$ cat src/rtl/c2f_consumer.sv
// C2F chunk-queue consumer: paces quadword reads out of the C2F buffer RAM,
// folds each returned quadword into a 64-bit checksum and publishes rdPtr.
module c2f_consumer #(
  parameter int CHUNK_QWS_LOG2  = 9,
  parameter int NUM_CHUNKS_LOG2 = 2,
  parameter int RATE_WIDTH      = 16
) (
  input  logic                                      clk_in,
  input  logic                                      rstn,
  input  logic                                      softReset_in,
  input  logic [NUM_CHUNKS_LOG2-1:0]                wrPtr_in,
  input  logic [RATE_WIDTH-1:0]                     rate_in,
  output logic [NUM_CHUNKS_LOG2+CHUNK_QWS_LOG2-1:0] ramAddr_out,
  output logic                                      ramRdEn_out,
  input  logic [63:0]                               ramData_in,
  output logic [NUM_CHUNKS_LOG2-1:0]                rdPtr_out,
  output logic [63:0]                               checksum_out,
  output logic                                      busy_out
);

  localparam logic [CHUNK_QWS_LOG2-1:0]  QW_ONE    = CHUNK_QWS_LOG2'(1);
  localparam logic [NUM_CHUNKS_LOG2-1:0] CHUNK_ONE = NUM_CHUNKS_LOG2'(1);

  // Checksum overflow policy: plain modulo-2^64 wrap, carry discarded.
  function automatic logic [63:0] sum_wrap(input logic [63:0] a, input logic [63:0] b);
    return a + b;
  endfunction

  logic [RATE_WIDTH-1:0]      acc_p0;
  logic [RATE_WIDTH:0]        acc_sum_p0;
  logic [NUM_CHUNKS_LOG2-1:0] iss_chunk_p0;
  logic [CHUNK_QWS_LOG2-1:0]  qw_idx_p0;
  logic                       token_p0;
  logic                       avail_p0;
  logic                       issue_p0;
  logic                       last_qw_p0;
  logic                       vld_p1;
  logic                       last_p1;
  logic                       vld_p2;
  logic                       last_p2;

  // Stage 0: phase accumulator carry is the token; issue only when data exists.
  always_comb begin
    acc_sum_p0 = {1'b0, acc_p0} + {1'b0, rate_in};
    token_p0   = acc_sum_p0[RATE_WIDTH];
    avail_p0   = (iss_chunk_p0 != wrPtr_in);
    issue_p0   = token_p0 & avail_p0;
    last_qw_p0 = &qw_idx_p0;
  end

  always_ff @(posedge clk_in or negedge rstn) begin
    if (!rstn) begin
      acc_p0       <= '0;
      iss_chunk_p0 <= '0;
      qw_idx_p0    <= '0;
      ramAddr_out  <= '0;
      vld_p1       <= 1'b0;
      last_p1      <= 1'b0;
      vld_p2       <= 1'b0;
      last_p2      <= 1'b0;
      checksum_out <= '0;
      rdPtr_out    <= '0;
    end else if (softReset_in) begin
      acc_p0       <= '0;
      iss_chunk_p0 <= '0;
      qw_idx_p0    <= '0;
      ramAddr_out  <= '0;
      vld_p1       <= 1'b0;
      last_p1      <= 1'b0;
      vld_p2       <= 1'b0;
      last_p2      <= 1'b0;
      checksum_out <= '0;
      rdPtr_out    <= '0;
    end else begin
      acc_p0 <= acc_sum_p0[RATE_WIDTH-1:0];

      // Stage 1: registered RAM read strobe and address.
      vld_p1  <= issue_p0;
      last_p1 <= issue_p0 & last_qw_p0;
      if (issue_p0) begin
        ramAddr_out <= {iss_chunk_p0, qw_idx_p0};
        qw_idx_p0   <= qw_idx_p0 + QW_ONE;
        if (last_qw_p0) begin
          iss_chunk_p0 <= iss_chunk_p0 + CHUNK_ONE;
        end
      end

      // Stage 2: RAM data is valid now; accumulate and retire the chunk.
      vld_p2  <= vld_p1;
      last_p2 <= last_p1;
      if (vld_p2) begin
        checksum_out <= sum_wrap(checksum_out, ramData_in);
        if (last_p2) begin
          rdPtr_out <= rdPtr_out + CHUNK_ONE;
        end
      end
    end
  end

  assign ramRdEn_out = vld_p1;
  assign busy_out    = vld_p1 | vld_p2;

endmodule

$ cat config.mk
export PLATFORM = sky130hd
export DESIGN_NAME = c2f_consumer
export DESIGN_NICKNAME = d
export VERILOG_FILES = /design/src/rtl/c2f_consumer.sv
export SDC_FILE = /design/constraint.sdc
export NUM_CORES = 1
export LEC_CHECK = 0
export ABC_AREA = 1
export CORE_ASPECT_RATIO = 0.9
export CORE_MARGIN = 2
export CORE_UTILIZATION = 60
export CTS_CLUSTER_SIZE = 12
export DETAILED_ROUTE_END_ITERATION = 16
export DONT_BUFFER_PORTS = 1
export GPL_TIMING_DRIVEN = 0
export PLACE_DENSITY = 0.86
export SYNTH_ARGS = -nofsm -noshare
export SYNTH_HDL_FRONTEND = slang
export SYNTH_SLANG_ARGS = --single-unit
export TNS_END_PERCENT = 20
$ cat constraint.sdc
create_clock -name clk_in -period 1.99 [get_ports clk_in]
set_input_delay 0.199 -clock clk_in [delete_from_list [all_inputs] [get_ports clk_in]]
set_output_delay 0.199 -clock clk_in [all_outputs]
set_load 0.02 [all_outputs]
==> out/metrics.cfg <==
[synthesis]
synthArstFlopShare_pct=100
yosysTopAreaCellShare_pct=27.6
netlist_area_um2=10600
synth_area_leaders=nand2_1 28%, dfrtp_1 25%, inv_1 13%
avgSynthCellArea_um2=5.80
synth_common_cells=781 x nand2_1, 371 x inv_1, 134 x nor2_1
yosysWarningCount=0
synth_edf_count=0
synth_most_common_cell=nand2_1
synthAdderAreaFrac_pct=9.91
ys.flop_type=dfrtp_1
synth_top_family_by_area=simple AND/OR/NAND/NOR gates
synth_top_area_cell=nand2_1
synth_compound_area_share_pct=8.46
synth_nets=2000
yosys.area_share.simple_pct=41.2
synth_xor_area_share_pct=1.07
synth_cell_types=42
synthMuxAreaShare_pct=0
syn_inst=1832
ys_ff_latch=108
synth_seq_area_share_pct=25.4

[timing]
max_slew_margin_pct=36.4
worst_hold_slack_ns=-0.478
finalSetupViolations=73
period_needed_ns=2.31
finalMaxSlewViolations=0
worstMarginPinSlew_ns=0.953
final_hold_viol_count=108
fmax_mhz=432
setup_slack_ns=-0.323
fin_crit_sh_pct=116
clock-skew-final_ns=0.00966
rsz0062_at_grt=yes

[placement]
pre_cts_ws_ns=-0.504
dpl_cell_area_um2=11000
portBuffers=0
gp_congestion=0.978
place_hpwl_um=27000

[critical_path]
cp_num_buf_inv=1
slowest_delay_ns=0.49
start_kind=flop
critical_path.top_delay_family=simple AND/OR/NAND/NOR gates
critPathMaxFanout=4
arrival_ns=2.57
required_ns=2.25
end_kind=flop
crit_type=reg -> reg
slowest_stage=dfrtp_2
worstPathCellList=ha_4 -> nand2_2 -> inv_1 -> nand2_1 -> nand2_1 -> a21oi_1 -> nand2_2 -> nand2_2 -> nand2_4 -> or2_2 -> nand3_1 -> nand2_1

[min_path]
min_path_type=in -> async

[cells_and_area]
antenna_cells=0
finalInstanceArea_um2=13200
finish.net_count=2050
drive_gt1_share_pct=21.8
area_delta_synth_final_pct=24.6

[clock_tree]
clockBufferDepth=2
cts_made_buffers=9
htree_levels=3
clkSinkCount=108
cts-root-buf=clkbuf_16
insertion_delay_ns=0.37
cts_tree=yes
path_clk_slew_ns=0.08

[global_routing]
grt_max_degree=109
antenna_found_initial=0
grt_pass1_vias=11319
grt_use_total_pct=40.1
grt_overflow=0
grt_pass1_wl_um=57900

[detailed_routing]
wl_um=38600
via_per_inst=5.64
avgRoutedWirePerCell_um=18.2
first_pass_iters=8
antenna_left=0
drc=0
drt-initial-drc-count=1100
dr_total_vias=11996

[power_and_ir_drop]
p_leak_nw=7.26
power_density_nw_per_um2=607
peakVddDrop_mv=0.683

[run_status]
outcome=finished with violations
violations=hold timing, setup timing

[floorplan]
dieArea_um2=18800
io_pins=164
die_h_um=130
fp-row-count=46
fp.dieW_um=144
core_area_um2=17500
initial_core_util_pct=60.8

[flow_run]
cap_viol_max_count=0

[routing by layer]
metal / GRT usage (%) / share of wire (%)
met5: 0 / 0
met1: 50.5 / 39
met2: 64.3 / 45
met3: 9.61 / 10
met4: 20.5 / 6.1
[worst paths after layout]
path	start	to	slack [ns]	depth (start not counted)
max	checksum_out[9]$_DFFE_PN0P_	checksum_out[30]$_DFFE_PN0P_	-0.32	12
min	rstn	checksum_out[13]$_DFFE_PN0P_	-0.48	0
max reg2reg	checksum_out[9]$_DFFE_PN0P_	checksum_out[30]$_DFFE_PN0P_	-0.32	12
min reg2reg	last_p1$_DFF_PN0_	last_p2$_DFF_PN0_	0.46	2
max in group asynchronous	rstn	checksum_out[41]$_DFFE_PN0P_	2.31	0
min in group clk_in	ramData_in[63]	checksum_out[63]$_DFFE_PN0P_	0.09	4
[through the flow]
step / setup TNS, ns / utilization [%] / total power [mW] / cells
CTS: -5.48 / 74.1 / 7.78 / 2119
detailed placement: -20.28 / 62.6 / 5.24 / 2072
floorplan: -0.00971 / - / 4.60 / 1832
finish: -11.00 / 75.7 / 8.04 / 2127
global placement: -18.22 / 62.6 / 5.17 / 2072
global route: -18.62 / 75.7 / 8.45 / 2127
[placed cells by master, fill, tap and decap left out, types with 31 or more instances in the layout]
master and instances:
a21oi_1 69, buf_4 31, dfrtp_1 50, dfrtp_2 58, ha_4 59, inv_1 359, nand2_1 697, nand2_2 66
nand3_1 86, nor2_1 89, o21ai_0 34
[area by class of cell]
| type | count | area (µm²) |
|---|---|---|
| clock inverter | 6 | 65.1 |
| timing repair buffer | 39 | 364 |
| sequential | 108 | 2780 |
| fill | 1426 | 4250 |
| multi-input combinational | 1334 | 8000 |
| buffer | 18 | 106 |
| inverter | 372 | 1400 |
| clock buffer | 10 | 239 |
| tap | 240 | 300 |
[report_power, final]
part           switching, mW  total, mW  leakage, nW  internal [mW]
Clock                  0.977       1.90        0.150          0.927
Sequential             0.313       2.72         1.39           2.41
Combinational           2.10       3.41         5.72           1.31
[logic make-up after synthesis]
| kind of cell | Yosys count |
|---|---|
| AOI/OAI and AO/OA | 158 |
| xor gates and xnor gates | 13 |
| adders and majority gates | 83 |
| buffers and inverters | 390 |
| DFF | 108 |
| and+or+nand+nor | 1080 |
[what timing repair did]
item / in CTS / in global routing
cloned: 2 / 0
endpoints found under the setup margin: 82 / 82
gates resized for setup: 319 / 74
endpoints found under the hold margin: 108 / 108
setup buffers: 29 / 8
pin swaps: 55 / 25
[registers in the layout (all words and copies together), names as in the netlist, 2 cells and up]
signal,cells
ramAddr_out,11
rdPtr_out,2
iss_chunk_p0,2
acc_p0,16
checksum_out,64
qw_idx_p0,9
(Power assumes the default switching activity.)
